$ cat src/rtl/pixel_dispatcher.sv
// Dispatches raster pixel coordinates round-robin to a pool of raymarcher workers
// and retires their finished colours, one per cycle, into the frame-buffer write port.
module pixel_dispatcher #(
  parameter int WIDTH       = 1280,
  parameter int HEIGHT      = 720,
  parameter int NUM_WORKERS = 2,
  parameter int COLOR_W     = 24,
  localparam int XW = $clog2(WIDTH),
  localparam int YW = $clog2(HEIGHT),
  localparam int AW = $clog2(WIDTH * HEIGHT)
) (
  input  logic                           clk_in,
  input  logic                           rst_n_in,
  input  logic                           enable_in,
  input  logic [NUM_WORKERS-1:0]         worker_ready_in,
  output logic [NUM_WORKERS-1:0]         worker_start_out,
  output logic [XW-1:0]                  pixel_x_out,
  output logic [YW-1:0]                  pixel_y_out,
  output logic [31:0]                    frame_count_out,
  input  logic [NUM_WORKERS-1:0]         result_valid_in,
  input  logic [NUM_WORKERS*XW-1:0]      result_x_in,
  input  logic [NUM_WORKERS*YW-1:0]      result_y_in,
  input  logic [NUM_WORKERS*COLOR_W-1:0] result_color_in,
  output logic [NUM_WORKERS-1:0]         result_ack_out,
  output logic                           fb_we_out,
  output logic [AW-1:0]                  fb_addr_out,
  output logic [COLOR_W-1:0]             fb_data_out,
  output logic                           frame_done_out,
  output logic                           error_out
);

  localparam int PW        = (NUM_WORKERS > 1) ? $clog2(NUM_WORKERS) : 1;
  localparam int FRAME_PIX = WIDTH * HEIGHT;

  logic [NUM_WORKERS-1:0] busy_reg;
  logic [PW-1:0]          issue_ptr_reg;
  logic [PW-1:0]          ret_ptr_reg;
  logic [XW-1:0]          cur_x_reg;
  logic [YW-1:0]          cur_y_reg;
  logic [31:0]            frame_cnt_reg;
  logic [AW-1:0]          retire_cnt_reg;
  logic [NUM_WORKERS-1:0] start_reg;
  logic [XW-1:0]          px_reg;
  logic [YW-1:0]          py_reg;
  logic [NUM_WORKERS-1:0] ack_reg;
  logic                   we_reg;
  logic [AW-1:0]          addr_reg;
  logic [COLOR_W-1:0]     data_reg;
  logic                   done_reg;
  logic                   err_reg;

  logic [XW-1:0]      res_x     [NUM_WORKERS];
  logic [YW-1:0]      res_y     [NUM_WORKERS];
  logic [COLOR_W-1:0] res_color [NUM_WORKERS];

  generate
    for (genvar gi = 0; gi < NUM_WORKERS; gi++) begin : g_unpack
      assign res_x[gi]     = result_x_in[gi*XW +: XW];
      assign res_y[gi]     = result_y_in[gi*YW +: YW];
      assign res_color[gi] = result_color_in[gi*COLOR_W +: COLOR_W];
    end
  endgenerate

  function automatic logic [PW-1:0] rr_index(input logic [PW-1:0] ptr, input int k);
    return PW'((int'(ptr) + k) % NUM_WORKERS);
  endfunction

  logic [NUM_WORKERS-1:0] eligible;
  logic [NUM_WORKERS-1:0] ret_cand;
  logic                   disp_found;
  logic [PW-1:0]          disp_idx;
  logic                   ret_found;
  logic [PW-1:0]          ret_idx;

  assign eligible = worker_ready_in & ~busy_reg;
  // The worker acked this cycle still shows valid; masking it prevents a double retire.
  assign ret_cand = result_valid_in & ~ack_reg;

  always_comb begin
    disp_found = 1'b0;
    disp_idx   = '0;
    for (int k = 0; k < NUM_WORKERS; k++) begin
      if (!disp_found && eligible[rr_index(issue_ptr_reg, k)]) begin
        disp_found = 1'b1;
        disp_idx   = rr_index(issue_ptr_reg, k);
      end
    end
  end

  always_comb begin
    ret_found = 1'b0;
    ret_idx   = '0;
    for (int k = 0; k < NUM_WORKERS; k++) begin
      if (!ret_found && ret_cand[rr_index(ret_ptr_reg, k)]) begin
        ret_found = 1'b1;
        ret_idx   = rr_index(ret_ptr_reg, k);
      end
    end
  end

  logic                   disp_go;
  logic [NUM_WORKERS-1:0] disp_onehot;
  logic [NUM_WORKERS-1:0] ret_onehot;
  logic [XW-1:0]          ret_x;
  logic [YW-1:0]          ret_y;
  logic                   ret_in_range;
  logic [AW-1:0]          ret_addr;

  assign disp_go      = enable_in && disp_found;
  assign disp_onehot  = disp_go ? (NUM_WORKERS'(1) << disp_idx) : '0;
  assign ret_onehot   = ret_found ? (NUM_WORKERS'(1) << ret_idx) : '0;
  assign ret_x        = res_x[ret_idx];
  assign ret_y        = res_y[ret_idx];
  assign ret_in_range = (int'(ret_x) < WIDTH) && (int'(ret_y) < HEIGHT);
  assign ret_addr     = AW'(ret_y) * AW'(WIDTH) + AW'(ret_x);

  always_ff @(posedge clk_in) begin
    if (!rst_n_in) begin
      busy_reg       <= '0;
      issue_ptr_reg  <= '0;
      ret_ptr_reg    <= '0;
      cur_x_reg      <= '0;
      cur_y_reg      <= '0;
      frame_cnt_reg  <= '0;
      retire_cnt_reg <= '0;
      start_reg      <= '0;
      px_reg         <= '0;
      py_reg         <= '0;
      ack_reg        <= '0;
      we_reg         <= 1'b0;
      addr_reg       <= '0;
      data_reg       <= '0;
      done_reg       <= 1'b0;
      err_reg        <= 1'b0;
    end else begin
      start_reg <= disp_onehot;
      ack_reg   <= ret_onehot;
      we_reg    <= ret_found && ret_in_range;
      done_reg  <= 1'b0;
      busy_reg  <= (busy_reg & ~ret_onehot) | disp_onehot;

      if (disp_go) begin
        px_reg        <= cur_x_reg;
        py_reg        <= cur_y_reg;
        issue_ptr_reg <= rr_index(disp_idx, 1);
        if (cur_x_reg == XW'(WIDTH - 1)) begin
          cur_x_reg <= '0;
          if (cur_y_reg == YW'(HEIGHT - 1)) begin
            cur_y_reg     <= '0;
            frame_cnt_reg <= frame_cnt_reg + 32'd1;
          end else begin
            cur_y_reg <= cur_y_reg + YW'(1);
          end
        end else begin
          cur_x_reg <= cur_x_reg + XW'(1);
        end
      end

      // Out-of-range results still count toward frame completion so the frame can close.
      if (ret_found) begin
        addr_reg    <= ret_addr;
        data_reg    <= res_color[ret_idx];
        ret_ptr_reg <= rr_index(ret_idx, 1);
        if (!ret_in_range) begin
          err_reg <= 1'b1;
        end
        if (retire_cnt_reg == AW'(FRAME_PIX - 1)) begin
          retire_cnt_reg <= '0;
          done_reg       <= 1'b1;
        end else begin
          retire_cnt_reg <= retire_cnt_reg + AW'(1);
        end
      end
    end
  end

  assign worker_start_out = start_reg;
  assign pixel_x_out      = px_reg;
  assign pixel_y_out      = py_reg;
  assign frame_count_out  = frame_cnt_reg;
  assign result_ack_out   = ack_reg;
  assign fb_we_out        = we_reg;
  assign fb_addr_out      = addr_reg;
  assign fb_data_out      = data_reg;
  assign frame_done_out   = done_reg;
  assign error_out        = err_reg;

endmodule

$ cat config.mk
export PLATFORM = sky130hd
export DESIGN_NAME = pixel_dispatcher
export DESIGN_NICKNAME = d
export VERILOG_FILES = /design/src/rtl/pixel_dispatcher.sv
export SDC_FILE = /design/constraint.sdc
export NUM_CORES = 1
export LEC_CHECK = 0
export ABC_CLOCK_PERIOD_IN_PS = 5800
export BUFFER_PORTS_ARGS = -buffer_cell sky130_fd_sc_hd__buf_4
export CAP_MARGIN = 30
export CORE_MARGIN = 5
export CORE_UTILIZATION = 33
export CTS_BUF_LIST = sky130_fd_sc_hd__clkbuf_8
export DETAILED_ROUTE_END_ITERATION = 10
export GPL_TIMING_DRIVEN = 0
export SETUP_SLACK_MARGIN = 0.15
export SKIP_LAST_GASP = 1
export SYNTH_ARGS = -nofsm -noshare
export SYNTH_HDL_FRONTEND = slang
export SYNTH_SLANG_ARGS = --single-unit
export TNS_END_PERCENT = 5
$ cat constraint.sdc
create_clock -name clk_in -period 5.8 [get_ports clk_in]
set_input_delay 1.16 -clock clk_in [delete_from_list [all_inputs] [get_ports clk_in]]
set_output_delay 1.16 -clock clk_in [all_outputs]
set_load 0.005 [all_outputs]
==> results.txt <==
----------------------------------------------------
[Timing]
  Slew at the pin closest to its max-slew limit ... 929 ps
  Fmax ... 202 MHz
  Setup repair after global routing missed its margin ... false
  Final slew viol count ... 0
  Fin. Hold Viols ... 0
  Final critical delay including setup and external delays ... 4940 ps
  Tightest slew margin relative to the limit ... 38.0%
  # setup viols final ... 0
  Setup skew after layout ... approximately 16 ps
  Final TNS setup ... 0 ps
  Share of the clock period used by the worst path ... about 85%

[Job]
  Max capacitance violation total ... 0

[Power]
  Power density relative to cell area ... 257 nW/µm²
  VDD IR-drop max ... 169 µV
  LEAKAGE ... ~3.9 nW

[Route]
  DRC errors left ... 0
  Routed wire length per instance ... 16.1 µm
  Total routed wirelength ... 22400 µm
  Violation count after the first detailed-routing iteration ... 290
  1st-pass router iterations ... 4
  Antenna viol nets, final ... 0
  Vias after detailed routing ... approximately 6700
  Vias per inst ... 4.83

[Global route]
  Number of global-route vias before repair ... 6465
  Antenna violations before repair ... 0
  GR Overflow Total ... 0
  GRT Util Overall ... 17.9%
  First-pass GRT wire length ... between 30000 and 40000 µm
  Largest net degree at the start of global routing ... 17

[Layout]
  Filler Cell Count ... about 2300
  Number of flip-flops in the largest register ... 32
  Share of final-layout standard cells stronger than drive strength 1 ... 24.2%
  Total inserted antenna cells ... 0
  Count of nets after finishing ... ~1200
  Layout area overhead ... 31.1%
  Cell area after layout ... 9500 µm²
  Fraction of the core area covered by cells at the end of the flow ... 43.7%

[Hold path]
  Worst Hold Class ... reg2reg
  Worst hold endpoint ... pixel_x_out[3]
  Beginning of the worst hold path ... pixel_x_out[3]
  Number of cells traversed by the worst hold path ... 2

[Die]
  Area enclosed by the die boundary ... 25000 µm²
  Effective utilization at floorplan ... 33.3%
  Top-level I/O count ... 201
  Die width ... approximately 160 µm
  Number of core rows ... 54
  Chip height ... 158 µm
  Core box area ... between 20000 and 25000 µm²

[Worst setup path]
  Critical path required time ... 6170 ps
  Slowest cell on the critical path ... sky130_fd_sc_hd__or4_1
  Worst reg2reg path depth ... 14
  Path length in cells of the critical path ... 15
  Worst setup SP type ... input pin
  Bufs and invs on worst path ... 3
  Top delay family on crit path ... simple AND/OR/NAND/NOR gates
  R2r startpoint ... result_ack_out[1]
  Worst endpoint data arrival time ... 5310 ps
  Largest driver fanout on the critical path ... 10
  Setup Crit Path Kind ... in2reg
  Cells along the critical path ... buf_4 > nor2b_1 > o21a_1 > clkbuf_1 > mux2i_1 > inv_1 > ha_1 > ha_1 > fa_1 > xor2_1 > o211ai_1 > nor4_2 > nand4b_1 > or4_1 > nand3_1
  Most common cell on crit path ... sky130_fd_sc_hd__ha_1
  Capture instance of the worst register-to-register path ... fb_addr_out[19]
  Type of element capturing the critical path ... flip-flop
  Worst path max stage delay ... 550 ps
  Setup slack of the most critical reg-to-reg path ... 1360 ps

[Status]
  Outcome ... completed

[Clock network]
  Total number of H-tree levels ... 4
  CTS max path bufs ... 2
  Worst-skew pair later-pin latency ... 440 ps
  Clock-pin transition on the worst setup and hold timing paths ... approximately 80 ps
  Number of sinks handled by clock tree synthesis ... 149
  Setup bufs post-CTS ... 0
  Cells resized by post-CTS repair ... 0
  TritonCTS clock tree ... yes
  CTS hold repair buffers ... 0
  Root Buffer Master ... sky130_fd_sc_hd__clkbuf_8
  Number of clock buffers inserted by TritonCTS ... 17

[Logic synthesis]
  Ranking of synthesized cells by area ... sky130_fd_sc_hd__dfxtp_1 (41%), sky130_fd_sc_hd__nand2_1 (8.5%), sky130_fd_sc_hd__xnor2_1 (5.8%)
  Cell area after synthesis ... 7250 µm²
  Main synth FF type ... sky130_fd_sc_hd__dfxtp_1
  Top-area cell type share of the netlist area ... roughly 41%
  Cell count after synthesis ... about 870
  Post-synth cell types ... 62
  Nets in the synthesized netlist ... 989
  Fraction of registers with async set or reset after synthesis ... 0%
  Cell type with the largest total area after synthesis ... sky130_fd_sc_hd__dfxtp_1
  Register area share after synthesis ... 41.2%
  Seq cells post-synth ... 149
  EDFF count, synth ... 0
  Syn Area/Cell ... slightly above 8 µm²
  Total number of yosys warnings ... 0

[Placement]
  Port Buf Inserts ... 199
  Placed wire-length estimate after detailed placement ... roughly 17000 µm
  Total cell area at the placement stage ... slightly above 9000 µm²
  Routability Congestion ... a little under 0.9

----------------------------------------------------
-- layer usage --
metal,part of all wire (%),GRT usage (%),routed length [µm],vias to the layer above
li1,-,-,-,3452
met1,48,24.6,10600,3073
met2,46,28.7,10300,144
met3,4.7,3.39,1050,21
met4,1.7,5.44,382,0
met5,0,0,0,-
-- cell usage after synthesis (4+ instances only) --
library cell and number:
sky130_fd_sc_hd__and4_1 5, sky130_fd_sc_hd__nand4_1 11, sky130_fd_sc_hd__a211oi_1 10, sky130_fd_sc_hd__buf_1 4, sky130_fd_sc_hd__nor3_1 9, sky130_fd_sc_hd__dfxtp_1 149
sky130_fd_sc_hd__nand3b_1 4, sky130_fd_sc_hd__nor2_1 107, sky130_fd_sc_hd__clkbuf_1 34, sky130_fd_sc_hd__xor2_1 30, sky130_fd_sc_hd__nand2b_1 9, sky130_fd_sc_hd__nor3_2 11
sky130_fd_sc_hd__nor4_2 6, sky130_fd_sc_hd__a21o_1 5, sky130_fd_sc_hd__nand2_1 164, sky130_fd_sc_hd__a21oi_1 62, sky130_fd_sc_hd__mux2i_1 11, sky130_fd_sc_hd__or3_1 9
sky130_fd_sc_hd__a22oi_1 15, sky130_fd_sc_hd__inv_1 16, sky130_fd_sc_hd__ha_1 16, sky130_fd_sc_hd__a311oi_1 19, sky130_fd_sc_hd__nor2b_1 8, sky130_fd_sc_hd__and3_1 9
sky130_fd_sc_hd__o21a_1 4, sky130_fd_sc_hd__xnor2_1 48, sky130_fd_sc_hd__nand3_1 34, sky130_fd_sc_hd__o21ai_0 15
-- through the flow --
step	hold WS, ps	power, mW	cells	setup WS [ps]
final	459	2.44	1385	860
after global routing	482	2.58	1385	531
after CTS	460	2.48	1385	890
after detailed placement	447	1.62	1353	436
after global placement	433	1.62	1353	458
after floorplan	427	1.41	874	1260
-- how the worst max path moves through the flow --
stage	startpoint	end	slack [ps]
after floorplan	result_valid_in[1]	fb_addr_out[19]	1260
after global placement	result_valid_in[1]	fb_addr_out[19]	460
after detailed placement	result_valid_in[1]	fb_addr_out[19]	440
after CTS	result_valid_in[1]	fb_addr_out[19]	890
after global routing	result_valid_in[1]	fb_addr_out[19]	530
final	result_valid_in[1]	fb_addr_out[19]	860
-- worst reg2reg max path, delay by kind of cell, from the launching register on --
family          cells  cell delay, ps
compound gates      2             430
fa+ha+maj           3             860
mux                 1             420
simple gates        5            1500
buf+inv             2             580
flops               1             320
xor+xnor            1             280
-- cells by family (layout without fill, tap and decap cells) --
logic type	count (synthesis)	in the layout	synth area share [%]
AND/OR/NAND/NOR	404	404	27.0
AO/OA/AOI/OAI	152	152	14.0
flip-flops	149	149	41.2
XOR/XNOR	78	78	9.43
buffers and inverters	61	292	3.47
adder cells (fa/ha/maj)	18	18	3.31
multiplexers	12	12	1.67
-- report_power, final --
group	total (mW)	internal, mW	switching (mW)
Sequential	1.10	1.07	0.0301
Clock	0.838	0.412	0.426
Combinational	0.498	0.228	0.270
-- area by class of cell --
class                      instances  area [µm²]  share of cell area, %
clock buffer                      19         262                   2.75
tap                              280         350                   3.69
clock inverter                    13         148                   1.55
timing repair buffer             199        1490                   15.7
multi-input combinational        664        4010                   42.2
inverter                          17        63.8                  0.672
sequential                       149        2980                   31.4
buffer                            44         188                   1.98
-- layout by cell type, fill, tap and decap left out, types with 19 or more instances in the layout --
master,count
sky130_fd_sc_hd__nand2_1,164
sky130_fd_sc_hd__clkbuf_1,34
sky130_fd_sc_hd__xnor2_1,48
sky130_fd_sc_hd__a311oi_1,19
sky130_fd_sc_hd__nor2_1,107
sky130_fd_sc_hd__nand3_1,34
sky130_fd_sc_hd__buf_4,200
sky130_fd_sc_hd__clkbuf_8,19
sky130_fd_sc_hd__dfxtp_1,149
sky130_fd_sc_hd__xor2_1,30
sky130_fd_sc_hd__a21oi_1,62
No activity file was read; power rests on OpenSTA's default activity.
